--- config.mk ---
export PLATFORM = sky130hd
export DESIGN_NAME = video_timing_gen
export DESIGN_NICKNAME = d
export VERILOG_FILES = /design/src/rtl/video_pkg.sv /design/src/rtl/video_timing_gen_sync_delay.sv /design/src/rtl/video_timing_gen.sv
export SDC_FILE = /design/constraint.sdc
export NUM_CORES = 1
export LEC_CHECK = 0
export ABC_AREA = 1
export BUFFER_PORTS_ARGS = -buffer_cell sky130_fd_sc_hd__buf_4
export CORE_AREA = 2 2 70 72
export CTS_CLUSTER_DIAMETER = 120
export DETAILED_ROUTE_END_ITERATION = 16
export DIE_AREA = 0 0 72 74
export PLACE_DENSITY = 0.87
export SYNTH_ARGS = -nofsm -noshare
export SYNTH_HDL_FRONTEND = slang
export SYNTH_SLANG_ARGS = --single-unit
--- constraint.sdc ---
create_clock -name pixel_clk_in -period 2.4 [get_ports pixel_clk_in]
set_input_delay 0.12 -clock pixel_clk_in [delete_from_list [all_inputs] [get_ports pixel_clk_in]]
set_output_delay 0.12 -clock pixel_clk_in [all_outputs]
set_load 0.01 [all_outputs]
--- src/rtl/video_pkg.sv ---
// Shared 720p video timing types and constants, used by the timing generator
// and the downstream sprite stages.
package video_pkg;

  typedef enum logic [1:0] {
    H_ACTIVE = 2'd0,
    H_FRONT  = 2'd1,
    H_SYNCP  = 2'd2,
    H_BACK   = 2'd3
  } h_phase_t;

  typedef enum logic [1:0] {
    V_ACTIVE = 2'd0,
    V_FRONT  = 2'd1,
    V_SYNCP  = 2'd2,
    V_BACK   = 2'd3
  } v_phase_t;

  localparam int VID_ACTIVE_H = 1280;
  localparam int VID_H_FP     = 110;
  localparam int VID_H_SYNC   = 40;
  localparam int VID_H_BP     = 220;
  localparam int VID_ACTIVE_V = 720;
  localparam int VID_V_FP     = 5;
  localparam int VID_V_SYNC   = 5;
  localparam int VID_V_BP     = 20;
  localparam int VID_H_TOTAL  = VID_ACTIVE_H + VID_H_FP + VID_H_SYNC + VID_H_BP;
  localparam int VID_V_TOTAL  = VID_ACTIVE_V + VID_V_FP + VID_V_SYNC + VID_V_BP;

endpackage

--- src/rtl/video_timing_gen_sync_delay.sv ---
// sync_delay: fixed-depth shift register for a small flag bundle; depth 0
// is a straight wire.
module sync_delay #(
  parameter int WIDTH = 3,
  parameter int DEPTH = 4
) (
  input  logic             clk,
  input  logic             rst,
  input  logic [WIDTH-1:0] din,
  output logic [WIDTH-1:0] dout
);

  generate
    if (DEPTH == 0) begin : g_bypass
      logic unused_s;
      assign unused_s = clk ^ rst;
      assign dout     = din;
    end else begin : g_shift
      logic [WIDTH-1:0] stage_r [DEPTH];

      // shift chain, every stage cleared by reset
      always_ff @(posedge clk or posedge rst) begin
        if (rst) begin
          for (int i = 0; i < DEPTH; i++) stage_r[i] <= {WIDTH{1'b0}};
        end else begin
          stage_r[0] <= din;
          for (int i = 1; i < DEPTH; i++) stage_r[i] <= stage_r[i-1];
        end
      end

      assign dout = stage_r[DEPTH-1];
    end
  endgenerate

endmodule

--- src/rtl/video_timing_gen.sv ---
// Raster timing generator with phase FSMs and delayed sync/active flags.
// Optional frame counter enabled by defining VTG_FRAME_COUNT_EN.
module video_timing_gen
  import video_pkg::*;
#(
  parameter int ACTIVE_H = VID_ACTIVE_H,
  parameter int H_FP     = VID_H_FP,
  parameter int H_SYNC   = VID_H_SYNC,
  parameter int H_BP     = VID_H_BP,
  parameter int ACTIVE_V = VID_ACTIVE_V,
  parameter int V_FP     = VID_V_FP,
  parameter int V_SYNC   = VID_V_SYNC,
  parameter int V_BP     = VID_V_BP,
  parameter int DELAY    = 4
) (
  input  logic        pixel_clk_in,
  input  logic        rst_in,
  output logic [10:0] hcount_out,
  output logic [9:0]  vcount_out,
  output logic        hsync_out,
  output logic        vsync_out,
  output logic        active_draw_out,
  output logic        new_frame_out,
  output logic        hsync_dly_out,
  output logic        vsync_dly_out,
  output logic        active_draw_dly_out,
  output logic [5:0]  frame_count_out
);

  localparam int H_TOTAL = ACTIVE_H + H_FP + H_SYNC + H_BP;
  localparam int V_TOTAL = ACTIVE_V + V_FP + V_SYNC + V_BP;

  localparam logic [10:0] H_LAST        = 11'(H_TOTAL - 1);
  localparam logic [10:0] H_FRONT_START = 11'(ACTIVE_H);
  localparam logic [10:0] H_SYNC_START  = 11'(ACTIVE_H + H_FP);
  localparam logic [10:0] H_BACK_START  = 11'(ACTIVE_H + H_FP + H_SYNC);
  localparam logic [9:0]  V_LAST        = 10'(V_TOTAL - 1);
  localparam logic [9:0]  V_FRONT_START = 10'(ACTIVE_V);
  localparam logic [9:0]  V_SYNC_START  = 10'(ACTIVE_V + V_FP);
  localparam logic [9:0]  V_BACK_START  = 10'(ACTIVE_V + V_FP + V_SYNC);

  logic [10:0] h_cnt_r, h_next_s;
  logic [9:0]  v_cnt_r, v_next_s;
  logic        h_wrap_s;
  h_phase_t    h_state_r, h_state_s;
  v_phase_t    v_state_r, v_state_s;
  logic        hsync_r, vsync_r, active_r, new_frame_r;
  logic        new_frame_s;
  logic [2:0]  flags_dly_s;

  // next-state counters
  always_comb begin
    h_wrap_s = (h_cnt_r == H_LAST);
    if (h_wrap_s) h_next_s = 11'd0;
    else          h_next_s = h_cnt_r + 11'd1;
    if (!h_wrap_s)              v_next_s = v_cnt_r;
    else if (v_cnt_r == V_LAST) v_next_s = 10'd0;
    else                        v_next_s = v_cnt_r + 10'd1;
  end

  // horizontal phase next-state, tracking the phase of h_next_s
  always_comb begin
    h_state_s = h_state_r;
    case (h_state_r)
      H_ACTIVE: if (h_next_s == H_FRONT_START) h_state_s = H_FRONT;  else h_state_s = H_ACTIVE;
      H_FRONT:  if (h_next_s == H_SYNC_START)  h_state_s = H_SYNCP;  else h_state_s = H_FRONT;
      H_SYNCP:  if (h_next_s == H_BACK_START)  h_state_s = H_BACK;   else h_state_s = H_SYNCP;
      H_BACK:   if (h_wrap_s)                  h_state_s = H_ACTIVE; else h_state_s = H_BACK;
      default:  h_state_s = H_ACTIVE;
    endcase
  end

  // vertical phase next-state, only moves on the line wrap
  always_comb begin
    v_state_s = v_state_r;
    if (h_wrap_s) begin
      case (v_state_r)
        V_ACTIVE: if (v_next_s == V_FRONT_START) v_state_s = V_FRONT;  else v_state_s = V_ACTIVE;
        V_FRONT:  if (v_next_s == V_SYNC_START)  v_state_s = V_SYNCP;  else v_state_s = V_FRONT;
        V_SYNCP:  if (v_next_s == V_BACK_START)  v_state_s = V_BACK;   else v_state_s = V_SYNCP;
        V_BACK:   if (v_next_s == 10'd0)         v_state_s = V_ACTIVE; else v_state_s = V_BACK;
        default:  v_state_s = V_ACTIVE;
      endcase
    end else begin
      v_state_s = v_state_r;
    end
  end

  assign new_frame_s = (h_next_s == H_FRONT_START) && (v_next_s == V_FRONT_START);

  // counters, phase registers and flags, all decoded from next-state values
  always_ff @(posedge pixel_clk_in or posedge rst_in) begin
    if (rst_in) begin
      h_cnt_r     <= 11'd0;
      v_cnt_r     <= 10'd0;
      h_state_r   <= H_ACTIVE;
      v_state_r   <= V_ACTIVE;
      hsync_r     <= 1'b0;
      vsync_r     <= 1'b0;
      active_r    <= 1'b0;
      new_frame_r <= 1'b0;
    end else begin
      h_cnt_r     <= h_next_s;
      v_cnt_r     <= v_next_s;
      h_state_r   <= h_state_s;
      v_state_r   <= v_state_s;
      hsync_r     <= (h_state_s == H_SYNCP);
      vsync_r     <= (v_state_s == V_SYNCP);
      active_r    <= (h_state_s == H_ACTIVE) && (v_state_s == V_ACTIVE);
      new_frame_r <= new_frame_s;
    end
  end

  sync_delay #(
    .WIDTH (3),
    .DEPTH (DELAY)
  ) u_sync_delay (
    .clk  (pixel_clk_in),
    .rst  (rst_in),
    .din  ({hsync_r, vsync_r, active_r}),
    .dout (flags_dly_s)
  );

`ifdef VTG_FRAME_COUNT_EN
  logic [5:0] frame_cnt_r;

  // frame counter steps on the same edge that raises new_frame_out
  always_ff @(posedge pixel_clk_in or posedge rst_in) begin
    if (rst_in)           frame_cnt_r <= 6'd0;
    else if (new_frame_s) frame_cnt_r <= frame_cnt_r + 6'd1;
    else                  frame_cnt_r <= frame_cnt_r;
  end

  assign frame_count_out = frame_cnt_r;
`else
  assign frame_count_out = 6'd0;
`endif

  assign hcount_out          = h_cnt_r;
  assign vcount_out          = v_cnt_r;
  assign hsync_out           = hsync_r;
  assign vsync_out           = vsync_r;
  assign active_draw_out     = active_r;
  assign new_frame_out       = new_frame_r;
  assign hsync_dly_out       = flags_dly_s[2];
  assign vsync_dly_out       = flags_dly_s[1];
  assign active_draw_dly_out = flags_dly_s[0];

endmodule

==> results of run 1 <==
## per-stage QoR
| step | TNS, ns | total power [W] | std cells | hold WS [ns] |
|---|---|---|---|---|
| 2_1_floorplan | 0 | 0.000725 | 344 | 0.331 |
| 3_3_place_gp | 0 | 0.000724 | 426 | 0.283 |
| 3_5_place_dp | 0 | 0.000725 | 426 | 0.293 |
| 4_1_cts | 0 | 0.00129 | 435 | 0.355 |
| 5_1_grt | -0.0337 | 0.00132 | 447 | 0.361 |
| 6_report | 0 | 0.00128 | 447 | 0.351 |
## layer usage
metal | wire (um) | share of wire (%) | vias up | GRT usage (%)
li1 | - | - | 1139 | -
met1 | 2370 | 41 | 1085 | 27.1
met2 | 2930 | 51 | 73 | 39.7
met3 | 285 | 5.0 | 16 | 4.20
met4 | 125 | 2.2 | 0 | 6.08
met5 | 0 | 0 | - | 0
## state kept, by name (all words and copies together) (netlist names)
register and flops:
h_state_r 2, u_sync_delay.dout 3, vcount_out 10, v_state_r 2, active_draw_out 1, hsync_out 1
new_frame_out 1, u_sync_delay.g_shift.stage_r 9, hcount_out 11, vsync_out 1
## cells by family (layout without fill, tap and decap cells)
logic type	Yosys count	count (layout)
simple gates	205	207
buf+inv	74	121
flops	41	41
compound gates	11	11
fa+ha+maj	4	4
xor+xnor	3	3
other cells	1	6
## cell usage after synthesis, types with 4 or more instances
cell type  instances
nand3_1           33
nand3_2            4
ha_1               4
buf_4              7
nor3_1             6
nand4_1           12
dfrtp_1           41
nand2_1           93
nor2_1            44
inv_1             61
## cell type report
type,count,share of cell area [%]
flip-flops and latches,41,34.0
repair buffers,49,12.2
multi-input cells,231,39.9
inverters,64,7.94
clock inverters,3,1.45
well taps,54,2.23
clock buffers,5,2.27
## worst max path at each step
stage               slack, ns  cells after the start               to
finish                   0.17                     14  active_draw_out
global route            -0.03                     16  active_draw_out
CTS                      0.11                     15  active_draw_out
detailed placement       0.14                     15  active_draw_out
global placement         0.25                     12  active_draw_out
floorplan                0.37                     18  active_draw_out
## repair_timing
item | CTS | global route
hold buffers | 1 | 0
gates resized for setup | 0 | 19
buffers inserted | 0 | 10
endpoints found under the setup margin | 0 | 7
endpoints found under the hold margin | 41 | 0
## report_power, final
group	switching (W)	internal, W	total, W	leakage [nW]
clock	0.000255	0.000312	0.000567	0.0585
combinational	0.0000177	0.00000327	0.0000210	1.12
sequential	0	0.000690	0.000690	0.529
total	0.000273	0.00101	0.00128	1.71
==> results.toml, run 1 <==
[synth]
synth-adder-area-share_pct = 2.04
synth_top_cells_by_area = "dfrtp_1, nand2_1, inv_1"
netlist.area_leader.share_pct = 41.8
synthSimpleGateAreaFrac_pct = 39.0
synth-edff-count = 0
ys.flop_type = "dfrtp_1"
ys_warn_count = 0
synthCells = 339
synth_cell_types = 30
muxShareOfSynthArea_pct = 0
synth.avg_cell_area_um2 = 7.25
seq_area_frac_synth_pct = 41.8
async_flop_share_pct = 100
synth_top_family_by_area = "simple AND/OR/NAND/NOR gates"
syn-cell-area_um2 = 2460
synth-compound-area-share_pct = 2.95
ys_seq_elements = 41
yosys.area.top_type = "dfrtp_1"
synth_xor_area_share_pct = 1.07

[worst_setup_path]
crit_path_frequent_cell = "nand2_1"
r2r_end = "active_draw_out"
crit_required_ns = 2.59
crit_arrival_ns = 2.42
crit_type = "reg -> reg"
crit_path_start_kind = "flop"
crit_slowest_cell = "dfrtp_1"
rr_worst_depth = 14
r2r_slack_ns = 0.17
timing.rr.start = "hcount_out[1]"
critPathBufInv = 2
cp_cell_sequence = "inv_1, ha_1, inv_1, nor2_4, nand2_1, nor2_1, nand4_1, a21oi_1, and2_1, nand2_1, nand2_1, nand2_1, nand3_2, nor2_1"
worstSetupEndpointType = "flop"
worstPathMaxFanout = 4
crit_start = "hcount_out[1]"
slowest_delay_ns = 0.42
crit_family = "simple AND/OR/NAND/NOR gates"

[power]
max-vdd-ir-drop_v = 0.000320
power_density_nw_per_um2 = 422
p_leak_nw = 1.71

[sta]
worstMarginPinSlew_ns = 0.514
hold_viol_final = 0
min_period_over_period_pct = 92.8
fin_crit_ns = 2.23
slew-limit-headroom_pct = 65.7
layout_setup_ws_ns = 0.172
slew_viol_final = 0
final-setup-viol-count = 0
max_freq_mhz = 449
finClkSkew_ns = 0.0115

[route]
drtIter0Drc = 186
drc = 0
wirelength_um = 5710
num_vias = 2313
drtPass1Iterations = 5
wl_per_cell_um = 12.8
ant_nets = 0
vias_per_cell = 5.17

[clock_network]
cts_num_sinks = 41
clk_latency_ns = 0.30
htreeDepth = 2
root_buffer = "clkbuf_8"
clk_pin_slew_ns = 0.09
cts_buffers = 5
cts.path.max_buffers = 2
cts_tree = "yes"

[final_layout]
fin_util_pct = 65.8
regArea_um2 = 1030
areaGrowthSynthToFinish_pct = 23.2
antenna_cells = 0
layout-drive-gt1-share_pct = 23.9
nFillCells = 386
layout_common_cells = "nand2_1, inv_1, buf_4"
multi_input_area_um2 = 1210
final_common_cell = "nand2_1"
postLayoutCellArea_um2 = 3030
layout.nets = 398

[min_path]
hold_start = "u_sync_delay.g_shift.stage_r[5]"
hp-class = "reg -> reg"
hold_depth = 0
hold_path_end = "u_sync_delay.dout[2]"

[floorplanning]
core_area_um2 = 4600
rows = 25
die_w_um = 72
dieArea_um2 = 5330
die_h_um = 74
start_util_pct = 53.4
ios = 36

[global_route]
grt_usage_pct = 22.0
grt-ovfl-total = 0
antenna_found_initial = 0
grt_first_pass_wirelength_um = 9170
grt_max_degree = 42
first_global_vias = 2119

[place]
post-place-ws_ns = 0.141
dp_hpwl_um = 4010
gp_congestion = 0.852
port_buffers = 29
placed_area_um2 = 2750

[status]
run_status = "finished clean"

[job]
max_cap_violations = 0
No activity file was read; power rests on OpenSTA's default activity.
==> run 2: changes to the inputs <==
--- a/config.mk
+++ b/config.mk
@@ -7,11 +7,11 @@
 export LEC_CHECK = 0
 export ABC_AREA = 1
 export BUFFER_PORTS_ARGS = -buffer_cell sky130_fd_sc_hd__buf_4
-export CORE_AREA = 2 2 70 72
+export CORE_AREA = 2 2 77 79
 export CTS_CLUSTER_DIAMETER = 120
 export DETAILED_ROUTE_END_ITERATION = 16
-export DIE_AREA = 0 0 72 74
-export PLACE_DENSITY = 0.87
+export DIE_AREA = 0 0 79 81
+export PLACE_DENSITY_LB_ADDON = 0.2
 export SYNTH_ARGS = -nofsm -noshare
 export SYNTH_HDL_FRONTEND = slang
 export SYNTH_SLANG_ARGS = --single-unit
==> results.toml, run 2 (synthesis results as in run 1) <==
[status]
run_status = "finished clean"

[route]
ant_nets = 0
drtIter0Drc = 134
drtPass1Iterations = 4
vias_per_cell = 4.75
wl_per_cell_um = 11.6
drc = 0
wirelength_um = 5310
num_vias = 2174

[worst_setup_path]
crit_start = "hcount_out[0]"
worstPathMaxFanout = 7
crit_path_start_kind = "flop"
slowest_delay_ns = 0.46
critical_path_depth = 15
r2r_slack_ns = 0.20
crit_family = "simple AND/OR/NAND/NOR gates"
critPathBufInv = 2
crit_slowest_cell = "dfrtp_2"
rr_worst_depth = 15
crit_type = "reg -> reg"
timing.rr.start = "hcount_out[0]"
worstSetupEndpointType = "flop"
r2r_end = "active_draw_out"
cp_cell_sequence = "ha_1, nand2_1, inv_1, nand2_2, nor2_8, buf_2, o21ai_1, nand2_1, nor2_2, nand3_1, nand2_1, nand3_1, nand2_1, nand3_1, nor2_1"
crit_required_ns = 2.62
crit_arrival_ns = 2.42
critPathCapture = "active_draw_out"
crit_path_frequent_cell = "nand2_1"

[floorplanning]
die_w_um = 79
core_area_um2 = 5680
dieArea_um2 = 6400
start_util_pct = 43.3
ios = 36
rows = 28
die_h_um = 81

[sta]
slew_viol_final = 0
slew-limit-headroom_pct = 65.6
layout_setup_ws_ns = 0.200
worstMarginPinSlew_ns = 0.515
worst_hold_slack_ns = 0.350
max_freq_mhz = 455
final-setup-viol-count = 0
fin_crit_ns = 2.20
finClkSkew_ns = 0.00460
hold_viol_final = 0
min_period_over_period_pct = 91.7

[global_route]
antenna_found_initial = 0
grt_first_pass_wirelength_um = 8940
grt_usage_pct = 17.7
first_global_vias = 2087
grt-ovfl-total = 0
grt_max_degree = 42

[clock_network]
clk_pin_slew_ns = 0.08
root_buffer = "clkbuf_8"
cts_buffers = 5
htreeDepth = 2
cts_num_sinks = 41
cts_tree = "yes"
clk_latency_ns = 0.29
cts.path.max_buffers = 2

[power]
finalPower_w = 0.00118
max-vdd-ir-drop_v = 0.000311
power_density_nw_per_um2 = 403
p_leak_nw = 1.65

[final_layout]
layout-drive-gt1-share_pct = 20.1
layout_common_cells = "nand2_1, inv_1, nor2_1"
layout.nets = 388
antenna_cells = 0
postLayoutCellArea_um2 = 2940
areaGrowthSynthToFinish_pct = 19.6
fin_util_pct = 51.8
largest_reg_flops = 11
final_common_cell = "nand2_1"

[place]
dp_hpwl_um = 3940
placed_area_um2 = 2770
gp_congestion = 0.884
port_buffers = 29
post-place-ws_ns = 0.0843

[job]
max_cap_violations = 0

[min_path]
hp-class = "reg -> reg"
-- run 2: cell count changes in the layout (fill, tap and decap cells not counted), moves of 2 or more --
| cell | before | now |
|---|---|---|
| nand3_1 | 29 | 32 |
| nand3_2 | 8 | 4 |
| nand2_1 | 90 | 92 |
| dfrtp_1 | 38 | 40 |
| dfrtp_2 | 3 | 1 |
| buf_4 | 48 | 39 |
| nor2_4 | 5 | 3 |
-- run 2: what timing repair did --
item	in CTS	in global routing
setup buffers	0	2
resized for setup	0	12
setup endpoints to repair	0	5
hold buffers	1	0
endpoints found under the hold margin	41	0
-- run 2: worst min-delay path by stage --
| stage | to | cells after the start | slack, ns | from |
|---|---|---|---|---|
| 2_1_floorplan | u_sync_delay.dout[0] | 0 | 0.33 | u_sync_delay.g_shift.stage_r[3] |
| 3_3_place_gp | u_sync_delay.dout[1] | 3 | 0.29 | rst_in |
| 3_5_place_dp | u_sync_delay.dout[1] | 3 | 0.30 | rst_in |
| 4_1_cts | u_sync_delay.dout[0] | 0 | 0.35 | u_sync_delay.g_shift.stage_r[3] |
| 5_1_grt | u_sync_delay.dout[0] | 0 | 0.36 | u_sync_delay.g_shift.stage_r[3] |
| 6_report | u_sync_delay.dout[2] | 0 | 0.35 | u_sync_delay.g_shift.stage_r[5] |
-- run 2: stage by stage --
| step | cells | TNS, ns |
|---|---|---|
| 2_1_floorplan | 344 | 0 |
| 4_1_cts | 456 | 0 |
| 3_5_place_dp | 447 | 0 |
| 6_report | 458 | 0 |
| 3_3_place_gp | 447 | 0 |
| 5_1_grt | 458 | -0.00141 |
-- run 2: routing by layer --
| layer | track usage (%) | wire [um] | up-vias | share of wire, % |
|---|---|---|---|---|
| met2 | 30.8 | 2540 | 46 | 48 |
| met4 | 6.21 | 66 | 0 | 1.2 |
| met1 | 22.3 | 2510 | 1001 | 47 |
| li1 | - | - | 1121 | - |
| met5 | 0 | 0 | - | 0 |
| met3 | 3.22 | 199 | 6 | 3.8 |
-- run 2: final cells by class --
| cell class | instances | area, um2 |
|---|---|---|
| fill | 575 | 2740 |
| multi-input combinational | 229 | 1170 |
| sequential | 41 | 1030 |
| timing repair buffer | 41 | 308 |
| inverter | 64 | 240 |
| tap | 75 | 93.8 |
| clock buffer | 6 | 82.6 |
| clock inverter | 2 | 13.8 |
-- run 2: where the power goes --
part | total, W | switching [W] | internal, W
Sequential | 0.000690 | 0 | 0.000690
Combinational | 0.0000209 | 0.0000177 | 0.00000327
Clock | 0.000473 | 0.000240 | 0.000233
